$ cat config.mk
export PLATFORM = sky130hd
export DESIGN_NAME = ahb_slave_mux_flat
export DESIGN_NICKNAME = d
export VERILOG_FILES = /design/src/rtl/ahb_pkg.sv /design/src/rtl/ahb_slave_mux_if.sv /design/src/rtl/ahb_default_slave.sv /design/src/rtl/ahb_slave_mux.sv /design/src/flat_wrapper.sv
export SDC_FILE = /design/constraint.sdc
export NUM_CORES = 1
export LEC_CHECK = 0
export ABC_AREA = 1
export CAP_MARGIN = 20
export CORE_MARGIN = 2
export CORE_UTILIZATION = 36
export CTS_CLUSTER_DIAMETER = 40
export CTS_CLUSTER_SIZE = 8
export DETAILED_ROUTE_END_ITERATION = 6
export HOLD_SLACK_MARGIN = 0.03
export PLACE_DENSITY = 0.91
export SLEW_MARGIN = 20
export SYNTH_ARGS = -nofsm -noshare
export SYNTH_HDL_FRONTEND = slang
export SYNTH_SLANG_ARGS = --single-unit
$ cat constraint.sdc
create_clock -name ahb_clk_in -period 2.8 [get_ports ahb_clk_in]
set_input_delay 0.56 -clock ahb_clk_in [delete_from_list [all_inputs] [get_ports ahb_clk_in]]
set_output_delay 0.56 -clock ahb_clk_in [all_outputs]
set_load 0.01 [all_outputs]
$ cat src/rtl/ahb_pkg.sv
// ---------------------------------------------------------------------------
// ahb_pkg
// Shared AHB encodings used by ahb_decoder and ahb_slave_mux:
//   - HTRANS transfer types
//   - HRESP values
//   - data-phase select encoding (the decoder's multi_sel_out)
//   - response-mux FSM states
// ---------------------------------------------------------------------------
package ahb_pkg;

    typedef enum logic [1:0] {
        HTRANS_IDLE   = 2'b00,
        HTRANS_BUSY   = 2'b01,
        HTRANS_NONSEQ = 2'b10,
        HTRANS_SEQ    = 2'b11
    } htrans_e;

    localparam logic HRESP_OKAY  = 1'b0;
    localparam logic HRESP_ERROR = 1'b1;

    // Select encoding: 0 = nothing, 1 = default slave, k+2 = slave k.
    localparam int SEL_NONE       = 0;
    localparam int SEL_DEFAULT    = 1;
    localparam int SEL_SLAVE_BASE = 2;

    // PASS  : normal pass-through (also the first cycle of a default-slave ERROR)
    // ERR2  : second ERROR cycle, shared by default slave and watchdog
    // TERR1 : first ERROR cycle of a watchdog abort
    typedef enum logic [1:0] {
        ST_PASS  = 2'd0,
        ST_ERR2  = 2'd1,
        ST_TERR1 = 2'd2
    } mux_state_e;

    // A transfer that actually needs a data phase (NONSEQ or SEQ).
    function automatic logic htrans_active(input logic [1:0] htrans);
        return (htrans == HTRANS_NONSEQ) || (htrans == HTRANS_SEQ);
    endfunction

endpackage

$ cat src/rtl/ahb_slave_mux_if.sv
// ---------------------------------------------------------------------------
// ahb_slave_mux_if
// Bus-side signals of the AHB data-phase response mux.
//   slave  modport : the mux's view (consumes select/slave responses,
//                    drives the master-facing HRDATA/HREADY/HRESP)
//   master modport : the surrounding fabric's view (drives inputs,
//                    observes the muxed response)
// ---------------------------------------------------------------------------
interface ahb_slave_mux_if #(
    parameter int SLAVE_DEVICES  = 2,
    parameter int AHB_DATA_WIDTH = 32,
    parameter int SEL_WIDTH      = $clog2(SLAVE_DEVICES) + 1
);
    logic [1:0]                              ahb_htrans_in;
    logic [SEL_WIDTH-1:0]                    multi_sel_in;
    logic [SLAVE_DEVICES*AHB_DATA_WIDTH-1:0] slave_rdata_in;
    logic [SLAVE_DEVICES-1:0]                slave_ready_in;
    logic [SLAVE_DEVICES-1:0]                slave_resp_in;
    logic [AHB_DATA_WIDTH-1:0]               ahb_rdata_out;
    logic                                    ahb_ready_out;
    logic                                    ahb_resp_out;

    modport slave (
        input  ahb_htrans_in, multi_sel_in, slave_rdata_in, slave_ready_in, slave_resp_in,
        output ahb_rdata_out, ahb_ready_out, ahb_resp_out
    );

    modport master (
        output ahb_htrans_in, multi_sel_in, slave_rdata_in, slave_ready_in, slave_resp_in,
        input  ahb_rdata_out, ahb_ready_out, ahb_resp_out
    );
endinterface

$ cat src/rtl/ahb_default_slave.sv
// ---------------------------------------------------------------------------
// ahb_default_slave
// Bus default slave plus the response-mux state machine.
//   - Captures whether the current data phase belongs to a real transfer
//     (NONSEQ/SEQ) each time HREADY is high.
//   - Produces the two-cycle ERROR for active transfers to the default slave
//     and sequences the watchdog abort (TERR1 -> ERR2).
// Ports:
//   ahb_clk_in, ahb_rstn_in : clock, async active-low reset
//   htrans_in               : master HTRANS (address phase)
//   ready_in                : final muxed HREADY (address-phase qualifier)
//   default_sel_in          : data phase is addressed to the default slave
//   timeout_in              : watchdog fires this cycle
//   state_out               : current FSM state
//   dphase_active_out       : current data phase is a real transfer
//   owned_out               : this block, not a slave, supplies the response
//   ready_out / resp_out    : response when owned_out=1
// ---------------------------------------------------------------------------
module ahb_default_slave
    import ahb_pkg::*;
(
    input  logic       ahb_clk_in,
    input  logic       ahb_rstn_in,
    input  logic [1:0] htrans_in,
    input  logic       ready_in,
    input  logic       default_sel_in,
    input  logic       timeout_in,
    output mux_state_e state_out,
    output logic       dphase_active_out,
    output logic       owned_out,
    output logic       ready_out,
    output logic       resp_out
);

    mux_state_e state_q, state_d;
    logic       dphase_active_q, dphase_active_d;

    always_ff @(posedge ahb_clk_in or negedge ahb_rstn_in) begin
        if (!ahb_rstn_in) begin
            state_q         <= ST_PASS;
            dphase_active_q <= 1'b0;
        end else begin
            state_q         <= state_d;
            dphase_active_q <= dphase_active_d;
        end
    end

    // Next state. Kept apart from the output process: ready_in is derived
    // from owned_out/ready_out, so mixing the two would form a false loop.
    always_comb begin
        state_d         = state_q;
        dphase_active_d = dphase_active_q;
        if (ready_in)
            dphase_active_d = htrans_active(htrans_in);
        unique case (state_q)
            ST_PASS: begin
                if (default_sel_in && dphase_active_q)
                    state_d = ST_ERR2;
                else if (timeout_in)
                    state_d = ST_TERR1;
            end
            ST_TERR1: state_d = ST_ERR2;
            ST_ERR2:  state_d = ST_PASS;
            default:  state_d = ST_PASS;
        endcase
    end

    always_comb begin
        owned_out = 1'b0;
        ready_out = 1'b1;
        resp_out  = HRESP_OKAY;
        unique case (state_q)
            ST_PASS: begin
                if (default_sel_in) begin
                    owned_out = 1'b1;
                    // IDLE/BUSY to an unmapped address is a legal zero-wait OKAY.
                    if (dphase_active_q) begin
                        ready_out = 1'b0;
                        resp_out  = HRESP_ERROR;
                    end
                end
            end
            ST_TERR1: begin
                owned_out = 1'b1;
                ready_out = 1'b0;
                resp_out  = HRESP_ERROR;
            end
            ST_ERR2: begin
                owned_out = 1'b1;
                ready_out = 1'b1;
                resp_out  = HRESP_ERROR;
            end
            default: begin
                owned_out = 1'b1;
            end
        endcase
    end

    assign state_out         = state_q;
    assign dphase_active_out = dphase_active_q;

endmodule

$ cat src/rtl/ahb_slave_mux.sv
// ---------------------------------------------------------------------------
// ahb_slave_mux
// AHB data-phase response multiplexor, downstream of ahb_decoder.
//   - Routes HRDATA/HREADY/HRESP of the selected slave to the master with
//     zero added latency.
//   - Hosts the bus default slave (two-cycle ERROR for unmapped transfers).
//   - Hang watchdog: a slave holding HREADY low for TIMEOUT_CYCLES cycles is
//     abandoned with a two-cycle ERROR; its late response is then ignored.
// Ports:
//   ahb_clk_in, ahb_rstn_in : clock, async active-low reset
//   bus (slave modport)     : HTRANS, multi_sel_in, per-slave responses in;
//                             muxed HRDATA/HREADY/HRESP out
//   timeout_clr_in          : synchronous clear of the sticky abort flag
//   timeout_flag_out        : sticky watchdog-abort flag
// ---------------------------------------------------------------------------
module ahb_slave_mux
    import ahb_pkg::*;
#(
    parameter int SLAVE_DEVICES  = 2,
    parameter int AHB_DATA_WIDTH = 32,
    parameter int TIMEOUT_CYCLES = 256,
    parameter int SEL_WIDTH      = $clog2(SLAVE_DEVICES) + 1
) (
    input  logic              ahb_clk_in,
    input  logic              ahb_rstn_in,
    ahb_slave_mux_if.slave    bus,
    input  logic              timeout_clr_in,
    output logic              timeout_flag_out
);

    localparam bit WD_EN = (TIMEOUT_CYCLES > 0);
    localparam int CNT_W = (TIMEOUT_CYCLES > 1) ? $clog2(TIMEOUT_CYCLES) : 1;
    localparam int LIMIT = WD_EN ? TIMEOUT_CYCLES - 1 : 0;

    // ---------------- select decode ----------------
    logic [SLAVE_DEVICES-1:0] sel_oh;
    logic                     slave_hit;
    logic                     sel_none;
    logic                     default_sel;

    for (genvar k = 0; k < SLAVE_DEVICES; k++) begin : g_sel
        assign sel_oh[k] = (int'(bus.multi_sel_in) == SEL_SLAVE_BASE + k);
    end

    assign slave_hit   = |sel_oh;
    assign sel_none    = (int'(bus.multi_sel_in) == SEL_NONE);
    // Anything neither "none" nor a real slave (including out-of-range
    // encodings) is served by the default slave.
    assign default_sel = !sel_none && !slave_hit;

    // ---------------- one-hot AND-OR slave mux ----------------
    logic [AHB_DATA_WIDTH-1:0] mux_rdata;
    logic                      mux_ready;
    logic                      mux_resp;

    always_comb begin
        mux_rdata = '0;
        mux_ready = 1'b0;
        mux_resp  = 1'b0;
        for (int k = 0; k < SLAVE_DEVICES; k++) begin
            mux_rdata = mux_rdata |
                        (bus.slave_rdata_in[k*AHB_DATA_WIDTH +: AHB_DATA_WIDTH] &
                         {AHB_DATA_WIDTH{sel_oh[k]}});
            mux_ready = mux_ready | (bus.slave_ready_in[k] & sel_oh[k]);
            mux_resp  = mux_resp  | (bus.slave_resp_in[k]  & sel_oh[k]);
        end
    end

    // ---------------- default slave / FSM ----------------
    mux_state_e ds_state;
    logic       dphase_active;
    logic       ds_owned;
    logic       ds_ready;
    logic       ds_resp;
    logic       timeout_hit;
    logic       ready_c;
    logic       resp_c;
    logic [AHB_DATA_WIDTH-1:0] rdata_c;

    ahb_default_slave u_default_slave (
        .ahb_clk_in        (ahb_clk_in),
        .ahb_rstn_in       (ahb_rstn_in),
        .htrans_in         (bus.ahb_htrans_in),
        .ready_in          (ready_c),
        .default_sel_in    (default_sel),
        .timeout_in        (timeout_hit),
        .state_out         (ds_state),
        .dphase_active_out (dphase_active),
        .owned_out         (ds_owned),
        .ready_out         (ds_ready),
        .resp_out          (ds_resp)
    );

    // ---------------- output selection ----------------
    always_comb begin
        ready_c = 1'b1;
        resp_c  = HRESP_OKAY;
        rdata_c = '0;
        if (ds_owned) begin
            // ERROR states ignore the (possibly late) slave response.
            ready_c = ds_ready;
            resp_c  = ds_resp;
        end else if (slave_hit) begin
            ready_c = mux_ready;
            resp_c  = mux_resp;
            rdata_c = mux_rdata;
        end
        // Reset forces the idle response without waiting for a clock edge.
        if (!ahb_rstn_in) begin
            ready_c = 1'b1;
            resp_c  = HRESP_OKAY;
            rdata_c = '0;
        end
    end

    assign bus.ahb_ready_out = ready_c;
    assign bus.ahb_resp_out  = resp_c;
    assign bus.ahb_rdata_out = rdata_c;

    // ---------------- watchdog ----------------
    logic [SEL_WIDTH-1:0] sel_q, sel_d;
    logic [CNT_W-1:0]     wait_q, wait_d;
    logic [CNT_W-1:0]     wait_cur;
    logic                 stall;
    logic                 flag_q, flag_d;

    always_ff @(posedge ahb_clk_in or negedge ahb_rstn_in) begin
        if (!ahb_rstn_in) begin
            sel_q  <= '0;
            wait_q <= '0;
            flag_q <= 1'b0;
        end else begin
            sel_q  <= sel_d;
            wait_q <= wait_d;
            flag_q <= flag_d;
        end
    end

    always_comb begin
        sel_d    = bus.multi_sel_in;
        // A select change starts a new wait, so the stale count is dropped.
        wait_cur = (bus.multi_sel_in != sel_q) ? '0 : wait_q;
        stall    = WD_EN && (ds_state == ST_PASS) && slave_hit &&
                   dphase_active && !mux_ready;
        // wait_cur counts stall cycles already seen; this cycle is the last
        // one allowed when it equals TIMEOUT_CYCLES-1.
        timeout_hit = stall && (wait_cur == CNT_W'(LIMIT));
        wait_d = '0;
        if (stall && !timeout_hit)
            wait_d = wait_cur + 1'b1;
        flag_d = flag_q;
        if (timeout_clr_in)
            flag_d = 1'b0;
        if (timeout_hit)
            flag_d = 1'b1;
    end

    assign timeout_flag_out = flag_q;

endmodule

$ cat src/flat_wrapper.sv
// flat-port wrapper written by rule: the top's interface ports become plain ports
module ahb_slave_mux_flat import ahb_pkg::*;
#(
    parameter int SLAVE_DEVICES  = 2,
    parameter int AHB_DATA_WIDTH = 32,
    parameter int TIMEOUT_CYCLES = 256,
    parameter int SEL_WIDTH      = $clog2(SLAVE_DEVICES) + 1
)
  (ahb_clk_in, ahb_rstn_in, timeout_clr_in, timeout_flag_out, bus_ahb_htrans_in, bus_multi_sel_in, bus_slave_rdata_in, bus_slave_ready_in, bus_slave_resp_in, bus_ahb_rdata_out, bus_ahb_ready_out, bus_ahb_resp_out);
  ahb_slave_mux_if #(.SLAVE_DEVICES(SLAVE_DEVICES), .AHB_DATA_WIDTH(AHB_DATA_WIDTH), .SEL_WIDTH(SEL_WIDTH)) bus_i ();
  input  logic ahb_clk_in;
  input  logic ahb_rstn_in;
  input  logic timeout_clr_in;
  output logic timeout_flag_out;
  input wire logic [$bits(bus_i.ahb_htrans_in)-1:0] bus_ahb_htrans_in;
  input wire logic [$bits(bus_i.multi_sel_in)-1:0] bus_multi_sel_in;
  input wire logic [$bits(bus_i.slave_rdata_in)-1:0] bus_slave_rdata_in;
  input wire logic [$bits(bus_i.slave_ready_in)-1:0] bus_slave_ready_in;
  input wire logic [$bits(bus_i.slave_resp_in)-1:0] bus_slave_resp_in;
  output wire logic [$bits(bus_i.ahb_rdata_out)-1:0] bus_ahb_rdata_out;
  output wire logic [$bits(bus_i.ahb_ready_out)-1:0] bus_ahb_ready_out;
  output wire logic [$bits(bus_i.ahb_resp_out)-1:0] bus_ahb_resp_out;
  assign bus_i.ahb_htrans_in = bus_ahb_htrans_in;
  assign bus_i.multi_sel_in = bus_multi_sel_in;
  assign bus_i.slave_rdata_in = bus_slave_rdata_in;
  assign bus_i.slave_ready_in = bus_slave_ready_in;
  assign bus_i.slave_resp_in = bus_slave_resp_in;
  assign bus_ahb_rdata_out = bus_i.ahb_rdata_out;
  assign bus_ahb_ready_out = bus_i.ahb_ready_out;
  assign bus_ahb_resp_out = bus_i.ahb_resp_out;
  ahb_slave_mux #(.SLAVE_DEVICES(SLAVE_DEVICES), .AHB_DATA_WIDTH(AHB_DATA_WIDTH), .TIMEOUT_CYCLES(TIMEOUT_CYCLES), .SEL_WIDTH(SEL_WIDTH)) u_core (.ahb_clk_in(ahb_clk_in), .ahb_rstn_in(ahb_rstn_in), .bus(bus_i), .timeout_clr_in(timeout_clr_in), .timeout_flag_out(timeout_flag_out));
endmodule
==> results of run 1 <==
stage by stage:
stage / power [uW] / hold slack (ps) / cells
floorplan: 399.8 / 264.4 / 229
global placement: 644.6 / 498.0 / 391
detailed placement: 651.0 / 511.2 / 391
CTS: 797.0 / 520.1 / 394
global route: 845.9 / 536.2 / 394
finish: 790.4 / 519.1 / 394
power groups by stage:
stage               Combinational [uW]  Sequential, uW  Clock (uW)
finish                             398             224         168
global route                       436             226         183
CTS                                401             224         172
detailed placement                 424             228           0
global placement                   418             227           0
floorplan                          175             225           0
kinds of logic (layout without fill, tap and decap cells):
logic type	Yosys count	after routing	share of synthesized area (%)
AND/OR/NAND/NOR	132	132	42.23
AO/OA/AOI/OAI	44	44	16.26
buffers and inverters	33	150	9.809
flip-flops	14	14	25.43
adder cells (fa/ha/maj)	4	4	3.633
XOR/XNOR	2	2	2.634
cells in the mapped netlist (all sizes together):
master / count / area share [%]
buf: 4 / 1.9
a31oi: 1 / 0.45
nand4: 5 / 3.2
xnor2: 1 / 2.0
nand2: 95 / 27
nor2: 17 / 6.1
o21ai: 6 / 2.2
dfrtp: 14 / 25
ha: 4 / 3.6
nor3: 1 / 0.73
nand3: 14 / 5.4
xor2: 1 / 0.64
clkbuf: 6 / 1.6
a21oi: 36 / 13
inv: 23 / 6.3
o211ai: 1 / 0.55
state kept, by name, summed over array words and instances, names as in the netlist:
name,flops
u_core.u_default_slave.state_out,2
u_core.sel_q,2
u_core.wait_q,8
u_core.timeout_flag_out,1
u_core.u_default_slave.dphase_active_out,1
final cells by class:
cell class | instances | area (um^2) | share of cell area [%]
repair buffers | 124 | 1221 | 46.02
multi-input cells | 182 | 892.1 | 33.62
flip-flops and latches | 14 | 350.3 | 13.20
inverters | 23 | 88.84 | 3.347
well taps | 48 | 60.06 | 2.263
clock buffers | 3 | 41.29 | 1.556
placed cells by master (no fill, tap or decap), types with 2 or more instances in the layout:
master | Yosys | final
nand2_1 | 92 | 92
clkdlybuf4s50_1 | 0 | 74
a21oi_1 | 36 | 36
dlygate4sd2_1 | 0 | 34
inv_1 | 21 | 21
dfrtp_1 | 14 | 14
nor2_1 | 13 | 13
nand3_1 | 13 | 13
buf_4 | 0 | 11
buf_12 | 0 | 5
ha_1 | 4 | 4
nand4_1 | 3 | 3
o21ai_0 | 4 | 3
o21ai_1 | 2 | 3
clkbuf_8 | 0 | 3
nor2_4 | 2 | 2
nand4_2 | 2 | 2
nor2_2 | 2 | 2
nand2_2 | 2 | 2
repair_timing:
item | CTS | global route
hold endpoints to repair | 0 | 0
gates resized for setup | 36 | 0
endpoints found under the setup margin | 34 | 0
critical path, delay by kind of cell:
family | cells | cell delay (ps)
buf+inv | 6 | 1240
simple gates | 2 | 110
compound gates | 1 | 160
worst min path at each step:
stage,end,start,slack (ps),cells past startpoint
2_1_floorplan,u_core.sel_q[0]$_DFF_PN0_,ahb_rstn_in,260,0
3_3_place_gp,u_core.timeout_flag_out$_DFFE_PN0P_,u_core.timeout_flag_out$_DFFE_PN0P_,500,2
3_5_place_dp,u_core.timeout_flag_out$_DFFE_PN0P_,u_core.timeout_flag_out$_DFFE_PN0P_,510,2
4_1_cts,u_core.timeout_flag_out$_DFFE_PN0P_,u_core.timeout_flag_out$_DFFE_PN0P_,520,2
5_1_grt,u_core.timeout_flag_out$_DFFE_PN0P_,u_core.timeout_flag_out$_DFFE_PN0P_,540,2
6_report,u_core.timeout_flag_out$_DFFE_PN0P_,u_core.timeout_flag_out$_DFFE_PN0P_,520,2
per-layer routing:
| layer | up-vias | track usage [%] | part of all wire, % |
|---|---|---|---|
| li1 | 962 | - | - |
| met5 | - | 0 | 0 |
| met4 | 0 | 10.94 | 3.2 |
| met2 | 76 | 42.93 | 51 |
| met1 | 812 | 23.31 | 38 |
| met3 | 15 | 7.836 | 8.3 |
==> out/qor.yml, run 1 <==
place.gp.congestion: 0.7847
dieArea_um2: 4338
comb_power_share_pct: 50.4
maxSlewHeadroom_pct: 78.05
netlist_area_um2: 1378
place_area_um2: 2653
dr_total_vias: 1865
syn_inst: 229
seq_power_share_pct: 28.4
postLayoutCellArea_um2: 2654
grt_pass1_vias: 1865
crit_top_cell: "nand2_1"
pre_cts_ws_ps: -97.47
post_cts_buffers: 0
seq_area_frac_synth_pct: 25.43
internal_power_uw: 523.8
die_width_um: 65.86
crit_chain: "clkdlybuf4s50_1 -> inv_1 -> buf_4 -> nand2_1 -> inv_2 -> buf_12 -> nand2_1 -> a21oi_1 -> dlygate4sd2_1"
grt_pass1_wl_mm: 7.824
routed_wl_mm: 4.919
cp_slowest_stage_delay_ps: 450
hpwl_mm: 3.977
nFillCells: 300
fin_crit_sh_pct: 94.21
crit_slowest_cell: "clkdlybuf4s50_1"
portBuffers: 108
p_sw_uw: 266.6
avgSynthCellArea_um2: 6.016
status: "completed"
syn_nets: 308
required_ps: 2240
cts_buffers: 3
rr_worst_depth: 9
clk_pin_slew_worst_paths_ps: 50
clock_path_buffers: 2
crit_end: "bus_ahb_rdata_out[26]"
fin_nets: 427
cp_max_fo: 15
rrSetupSlack_ps: 970
tightest_slew_ps: 328.1
core_area_um2: 3661
hold_class: "register to register"
ys_types: 25
ys_ff_latch: 14
cp.arrival_ps: 2080
critical_path_class: "primary input to primary output"
layout-drive-gt1-share_pct: 9.538
wl_per_cell_um: 12.48
powerDensity_nw_per_um2: 297.8
track_usage_pct: 23.32
grt_antenna_before_repair: 0
utilization_pct: 72.49
setup_viol: 0
switching_share_pct: 33.73
maxCapViolations: 0
yosysWarnings: 0
timing.critical_path.from: "bus_multi_sel_in[0]"
regToRegEndpoint: "u_core.wait_q[4]$_DFF_PN0_"
first_iter_violations: 151
slew_violations: 0
ant_nets: 0
grt_max_degree: 33
reg2reg_from: "u_core.sel_q[1]$_DFF_PN0_"
cts.sinks: 14
worstSetupEndpointType: "primary output"
ios: 110
start_util_pct: 37.63
areaGrowthSynthToFinish_pct: 92.64
rows: 22
vias_per_cell: 4.734
diodes: 0
drc: 0
setup_tns_ps: 0
grt_overflow: 0
holdBufCountCts: 0
max_freq_mhz: 379.1
hold_viol_final: 0
die_h_um: 65.86
period_needed_ps: 2638
cts_root_buf: "clkbuf_8"
p_clk_share_pct: 21.2
clkLatencyLatePin_ps: 250
leakagePower_uw: 0.001280
fin_skew_ps: 3.442
rsz0062_at_grt: "no"
worstSetupStartpointType: "primary input"
cts-htree-levels: 1
first_pass_iters: 4
tritoncts: "done"
peakVddDrop_uv: 139.5
fin_ws_ps: 162.1
Power figures use the tool's default switching activity.
==> run 2, diff against run 1 <==
Settings changed: CTS_CLUSTER_DIAMETER 40 to 100, REMOVE_ABC_BUFFERS set to 1.
==> run 2 against run 1 <==
Compared with the run above: utilization rose by 0.34 points; non-clock buffer count is 2 higher; count of clock-buffer cells in the layout rose by 1; global-route usage rose by 0.45 points; worst setup slack got worse by 31 ps; maximum frequency fell by 1.2%; via count shrank 0.43%; clock skew is essentially flat; routed wire length increased by 1.4%; design area up 0.47%.
==> out/qor.yml, run 2 (synthesized netlist as in run 1, its figures left out) <==
ant_nets: 0  # unchanged
portBuffers: 108  # unchanged
timing.critical_path.from: "bus_multi_sel_in[0]"  # unchanged
crit_top_cell: "buf_4"  # was nand2_1
fin_ws_ps: 130.7  # was 162.1 ps
first_iter_violations: 93  # was 151
grt_pass1_wl_mm: 8.252  # was 7.824 mm
place.gp.congestion: 0.8626  # was 0.7847
setup_tns_ps: 0  # unchanged
leakagePower_uw: 0.001288  # was 0.001280 uW
critical_path_class: "primary input to primary output"  # unchanged
powerDensity_nw_per_um2: 311.0  # was 297.8 nW/um^2
hold_viol_final: 0  # unchanged
final_cells: 397  # was 394
tightest_slew_ps: 298.7  # was 328.1 ps
hold_class: "register to register"  # unchanged
die_width_um: 65.86  # unchanged
core_area_um2: 3661  # unchanged
drc: 0  # unchanged
ios: 110  # unchanged
fin_nets: 429  # was 427
clock_path_buffers: 2  # unchanged
worstSetupEndpointType: "primary output"  # unchanged
pre_cts_ws_ps: -145.5  # was -97.47 ps
place_inst: 392  # was 391
rr_worst_depth: 9  # unchanged
peakVddDrop_uv: 175.3  # was 139.5 uV
reg2reg_from: "u_core.sel_q[1]$_DFF_PN0_"  # unchanged
cp_slowest_stage_delay_ps: 490  # was 450 ps
holdBufCountCts: 0  # unchanged
cts_buffers: 3  # unchanged
dieArea_um2: 4338  # unchanged
track_usage_pct: 23.77  # was 23.32%
max_freq_mhz: 374.6  # was 379.1 MHz
hpwl_mm: 4.214  # was 3.977 mm
rsz0062_at_grt: "no"  # unchanged
vias_per_cell: 4.678  # was 4.734
start_util_pct: 37.63  # unchanged
cts.sinks: 14  # unchanged
tritoncts: "done"  # unchanged
worstSetupStartpointType: "primary input"  # unchanged
mostFrequentLayoutCell: "nand2_1"  # unchanged
whs_path_depth: 2  # unchanged
grt_antenna_before_repair: 0  # unchanged
multi_input_area_um2: 892.1  # unchanged
maxCapViolations: 0  # unchanged
first_pass_iters: 4  # unchanged
layout-drive-gt1-share_pct: 10.60  # was 9.538%
areaGrowthSynthToFinish_pct: 93.55  # was 92.64%
fin_crit_sh_pct: 95.33  # was 94.21%
die_h_um: 65.86  # unchanged
required_ps: 2240  # about the same
largest_reg_flops: 8  # unchanged
clkLatencyLatePin_ps: 250  # about the same
cts-htree-levels: 1  # unchanged
maxSlewHeadroom_pct: 80.01  # was 78.05%
grt_overflow: 0  # unchanged
fin_skew_ps: 3.670  # was 3.442 ps
setup_viol: 0  # unchanged
slew_violations: 0  # unchanged
clk_pin_slew_worst_paths_ps: 60  # was 50 ps
nFillCells: 293  # was 300
crit_chain: "clkdlybuf4s50_1 -> buf_4 -> nand2_1 -> inv_4 -> buf_4 -> buf_4 -> nand2_1 -> a21oi_1 -> dlygate4sd2_1"  # was clkdlybuf4s50_1 -> inv_1 -> buf_4 -> nand2_1 -> inv_2 -> buf_12 -> nand2_1 -> a21oi_1 -> dlygate4sd2_1
rows: 22  # unchanged
period_needed_ps: 2669  # was 2638 ps
crit_slowest_cell: "clkdlybuf4s50_1"  # unchanged
cts_root_buf: "clkbuf_8"  # unchanged
dr_total_vias: 1857  # was 1865
register_area_um2: 350.3  # unchanged
routed_wl_mm: 4.986  # was 4.919 mm
grt_pass1_vias: 1937  # was 1865
cp.arrival_ps: 2110  # was 2080 ps
grt_max_degree: 33  # unchanged
top_register: "u_core.wait_q"  # unchanged
hp-start: "u_core.timeout_flag_out$_DFFE_PN0P_"  # unchanged
status: "completed"  # unchanged
final_cell_mix: "nand2_1, clkdlybuf4s50_1, a21oi_1, dlygate4sd2_1, inv_1"  # unchanged
diodes: 0  # unchanged
wl_per_cell_um: 12.56  # was 12.48 um
cp_max_fo: 9  # was 15
## run 2: layout make-up
| type | instances | area share, % |
|---|---|---|
| sequential | 14 | 13.14 |
| tap | 48 | 2.252 |
| clock buffer | 4 | 2.065 |
| inverter | 23 | 3.332 |
| multi-input combinational | 182 | 33.46 |
| timing repair buffer | 126 | 45.75 |
## run 2: worst max-delay path, delay by kind of cell
family                 cells  cell delay (ps)
buffers and inverters      6             1280
AND/OR/NAND/NOR            2              130
AO/OA/AOI/OAI              1              130
## run 2: layer usage
metal / vias up / part of all wire (%) / track usage (%)
met5: - / 0 / 0
met4: 0 / 2.6 / 7.552
met3: 8 / 7.9 / 6.474
met2: 69 / 53 / 45.08
met1: 810 / 37 / 25.05
li1: 970 / - / -
## run 2: power breakdown
group	switching, uW	internal (uW)	total (uW)
sequential	8.94	214	223
combinational	187	218	405
clock	77.2	125	202
## run 2: repair_timing
action / 4_1_cts / 5_1_grt
pin swaps: 0 / 0
buffers inserted: 1 / 0
gates cloned: 0 / 0
gates resized for setup: 36 / 4
hold endpoints to repair: 0 / 0
endpoints found under the setup margin: 34 / 6
## run 2: through the flow
step	power (uW)	hold slack, ps	area, um^2	util [%]
after floorplan	387.9	264.4	1329	-
after global routing	880.1	563.2	2666	72.83
final	829.3	513.6	2666	72.83
after CTS	830.6	515.6	2666	72.83
after global placement	648.1	498.6	2648	72.32
after detailed placement	657.4	504.7	2648	72.32
## run 2: worst paths after layout
kind / to / slack, ps
worst min register to register: u_core.timeout_flag_out$_DFFE_PN0P_ / 510
worst max-delay path: bus_ahb_rdata_out[18] / 130
min in group asynchronous: u_core.wait_q[7]$_DFF_PN0_ / 700
worst max register to register: u_core.wait_q[7]$_DFF_PN0_ / 940
worst min-delay path: u_core.timeout_flag_out$_DFFE_PN0P_ / 510
max in group asynchronous: u_core.u_default_slave.state_out[1]$_DFFE_PN0P_ / 1910
==> run 3, diff against run 2 <==
Settings changed: MAX_ROUTING_LAYER set to met4.
==> run 3 against run 2 <==
Compared with the run above: first-iteration DRC count up 2.2%; non-clock buffer count unchanged; power about the same; sequential power about the same; via count up 0.11%; worst setup slack worse by 21 ps; clock skew about the same.
==> out/qor.yml, run 3 (synthesized netlist as in run 1, its figures left out) <==
largest_reg_flops: 8  # unchanged
place.gp.congestion: 0.8765  # was 0.8626
min_to: "u_core.timeout_flag_out$_DFFE_PN0P_"  # unchanged
whs_path_depth: 2  # unchanged
pre_cts_ws_ps: -145.5  # unchanged
grt_pass1_wl_mm: 8.231  # was 8.252 mm
final_cell_mix: "nand2_1, clkdlybuf4s50_1, a21oi_1, dlygate4sd2_1, inv_1"  # unchanged
start_util_pct: 37.63  # unchanged
hold_class: "register to register"  # unchanged
regToRegEndpoint: "u_core.wait_q[7]$_DFF_PN0_"  # unchanged
vias_per_cell: 4.683  # was 4.678
first_iter_violations: 95  # was 93
fin_skew_ps: 3.636  # was 3.670 ps
setup_tns_ps: 0  # unchanged
tritoncts: "done"  # unchanged
place_area_um2: 2648  # unchanged
die_h_um: 65.86  # unchanged
crit_slowest_cell: "clkdlybuf4s50_1"  # unchanged
nFillCells: 294  # was 293
cp_slowest_stage_delay_ps: 490  # about the same
ant_nets: 0  # unchanged
rsz0062_at_grt: "no"  # unchanged
maxSlewHeadroom_pct: 80.01  # unchanged
slew_violations: 0  # unchanged
grt_antenna_before_repair: 0  # unchanged
first_pass_iters: 4  # unchanged
fin_nets: 429  # unchanged
rrSetupSlack_ps: 940  # about the same
cts_buffers: 3  # unchanged
portBuffers: 108  # unchanged
fin_crit_sh_pct: 96.08  # was 95.33%
clkLatencyLatePin_ps: 250  # about the same
grt_max_degree: 33  # unchanged
postLayoutCellArea_um2: 2665  # was 2666 um^2
clk_pin_slew_worst_paths_ps: 60  # about the same
grt_pass1_vias: 1944  # was 1937
hpwl_mm: 4.214  # unchanged
path_delay_family: "buffers and inverters"  # unchanged
layout-drive-gt1-share_pct: 10.60  # unchanged
drc: 0  # unchanged
cts-htree-levels: 1  # unchanged
required_ps: 2240  # about the same
powerDensity_nw_per_um2: 311.4  # was 311.0 nW/um^2
rows: 22  # unchanged
hp-start: "u_core.timeout_flag_out$_DFFE_PN0P_"  # unchanged
crit_top_cell: "buf_4"  # unchanged
die_width_um: 65.86  # unchanged
cp.arrival_ps: 2130  # was 2110 ps
cp_max_fo: 9  # unchanged
critical_path_class: "primary input to primary output"  # unchanged
diodes: 0  # unchanged
holdBufCountCts: 0  # unchanged
max_freq_mhz: 371.7  # was 374.6 MHz
worstSetupStartpointType: "primary input"  # unchanged
rr_worst_depth: 9  # unchanged
top_register: "u_core.wait_q"  # unchanged
hold_viol_final: 0  # unchanged
dieArea_um2: 4338  # unchanged
cts.sinks: 14  # unchanged
clock_path_buffers: 2  # unchanged
period_needed_ps: 2690  # was 2669 ps
wl_per_cell_um: 12.62  # was 12.56 um
grt_overflow: 0  # unchanged
leakagePower_uw: 0.001292  # was 0.001288 uW
worstSetupEndpointType: "primary output"  # unchanged
crit_buf_inv: 6  # unchanged
peakVddDrop_uv: 175.3  # about the same
reg2reg_from: "u_core.sel_q[1]$_DFF_PN0_"  # unchanged
crit_chain: "clkdlybuf4s50_1 -> buf_4 -> nand2_1 -> inv_4 -> buf_4 -> buf_4 -> nand2_1 -> a21oi_1 -> dlygate4sd2_1"  # unchanged
fin_ws_ps: 109.7  # was 130.7 ps
maxCapViolations: 0  # unchanged
core_area_um2: 3661  # unchanged
tightest_slew_ps: 298.7  # unchanged
setup_viol: 0  # unchanged
cts_root_buf: "clkbuf_8"  # unchanged
ios: 110  # unchanged
mostFrequentLayoutCell: "nand2_1"  # unchanged
track_usage_pct: 24.40  # was 23.77%
status: "completed"  # unchanged
areaGrowthSynthToFinish_pct: 93.46  # was 93.55%
dr_total_vias: 1859  # was 1857
routed_wl_mm: 5.011  # was 4.986 mm
-- run 3: cell count changes in the layout (fill, tap and decap cells not counted), sizes merged --
| cell | delta |
|---|---|
| clkdlybuf4s15 | -1 |
| dlygate4sd2 | +1 |
-- run 3: tightest hold or removal path: stages (launching register included) --
cell,delay [ps]
dfrtp_1,380
inv_1,50
o21ai_1,50
-- run 3: final cells by class --
class | instances | area [um^2] | share of cell area, %
inverters | 23 | 88.84 | 3.333
repair buffers | 126 | 1219 | 45.73
well taps | 48 | 60.06 | 2.254
multi-input cells | 182 | 892.1 | 33.47
flip-flops and latches | 14 | 350.3 | 13.15
clock buffers | 4 | 55.05 | 2.066
-- run 3: layer usage --
| metal | vias up | share of wire (%) | track usage, % |
|---|---|---|---|
| li1 | 970 | - | - |
| met1 | 814 | 40 | 27.46 |
| met2 | 67 | 53 | 44.95 |
| met3 | 8 | 4.4 | 2.726 |
| met4 | 0 | 2.6 | 7.552 |
| met5 | - | 0 | - |
-- run 3: where the power goes --
| group | switching (uW) | leakage, uW | total [uW] | internal (uW) |
|---|---|---|---|---|
| clock network | 77.1 | 0.0000288 | 202 | 125 |
| logic | 188 | 0.00107 | 405 | 218 |
| registers | 8.94 | 0.000188 | 223 | 214 |
| total | 274 | 0.00129 | 830 | 556 |
-- run 3: worst max-delay path by stage --
| stage | endpoint | start | depth (start not counted) | slack [ps] |
|---|---|---|---|---|
| after floorplan | bus_ahb_rdata_out[0] | u_core.u_default_slave.state_out[0]$_DFFE_PN0P_ | 6 | 550 |
| after global placement | bus_ahb_resp_out | bus_multi_sel_in[1] | 8 | -100 |
| after detailed placement | bus_ahb_resp_out | bus_multi_sel_in[1] | 8 | -150 |
| after CTS | bus_ahb_rdata_out[25] | bus_multi_sel_in[0] | 9 | 100 |
| after global routing | bus_ahb_rdata_out[1] | bus_multi_sel_in[0] | 9 | 1 |
| final | bus_ahb_rdata_out[25] | bus_multi_sel_in[0] | 9 | 110 |
-- run 3: repair_timing --
action | in CTS | in global routing
buffers inserted | 1 | 0
gates resized for setup | 36 | 3
setup endpoints to repair | 34 | 5
hold endpoints to repair | 0 | 0
-- run 3: per-stage QoR --
stage,cells,total power [uW],utilization [%],hold WS (ps)
3_3_place_gp,392,648.1,72.32,498.6
3_5_place_dp,392,657.4,72.32,504.7
6_report,397,830.0,72.80,513.6
4_1_cts,397,830.6,72.83,515.6
2_1_floorplan,219,387.9,-,264.4
5_1_grt,397,879.4,72.80,563.2
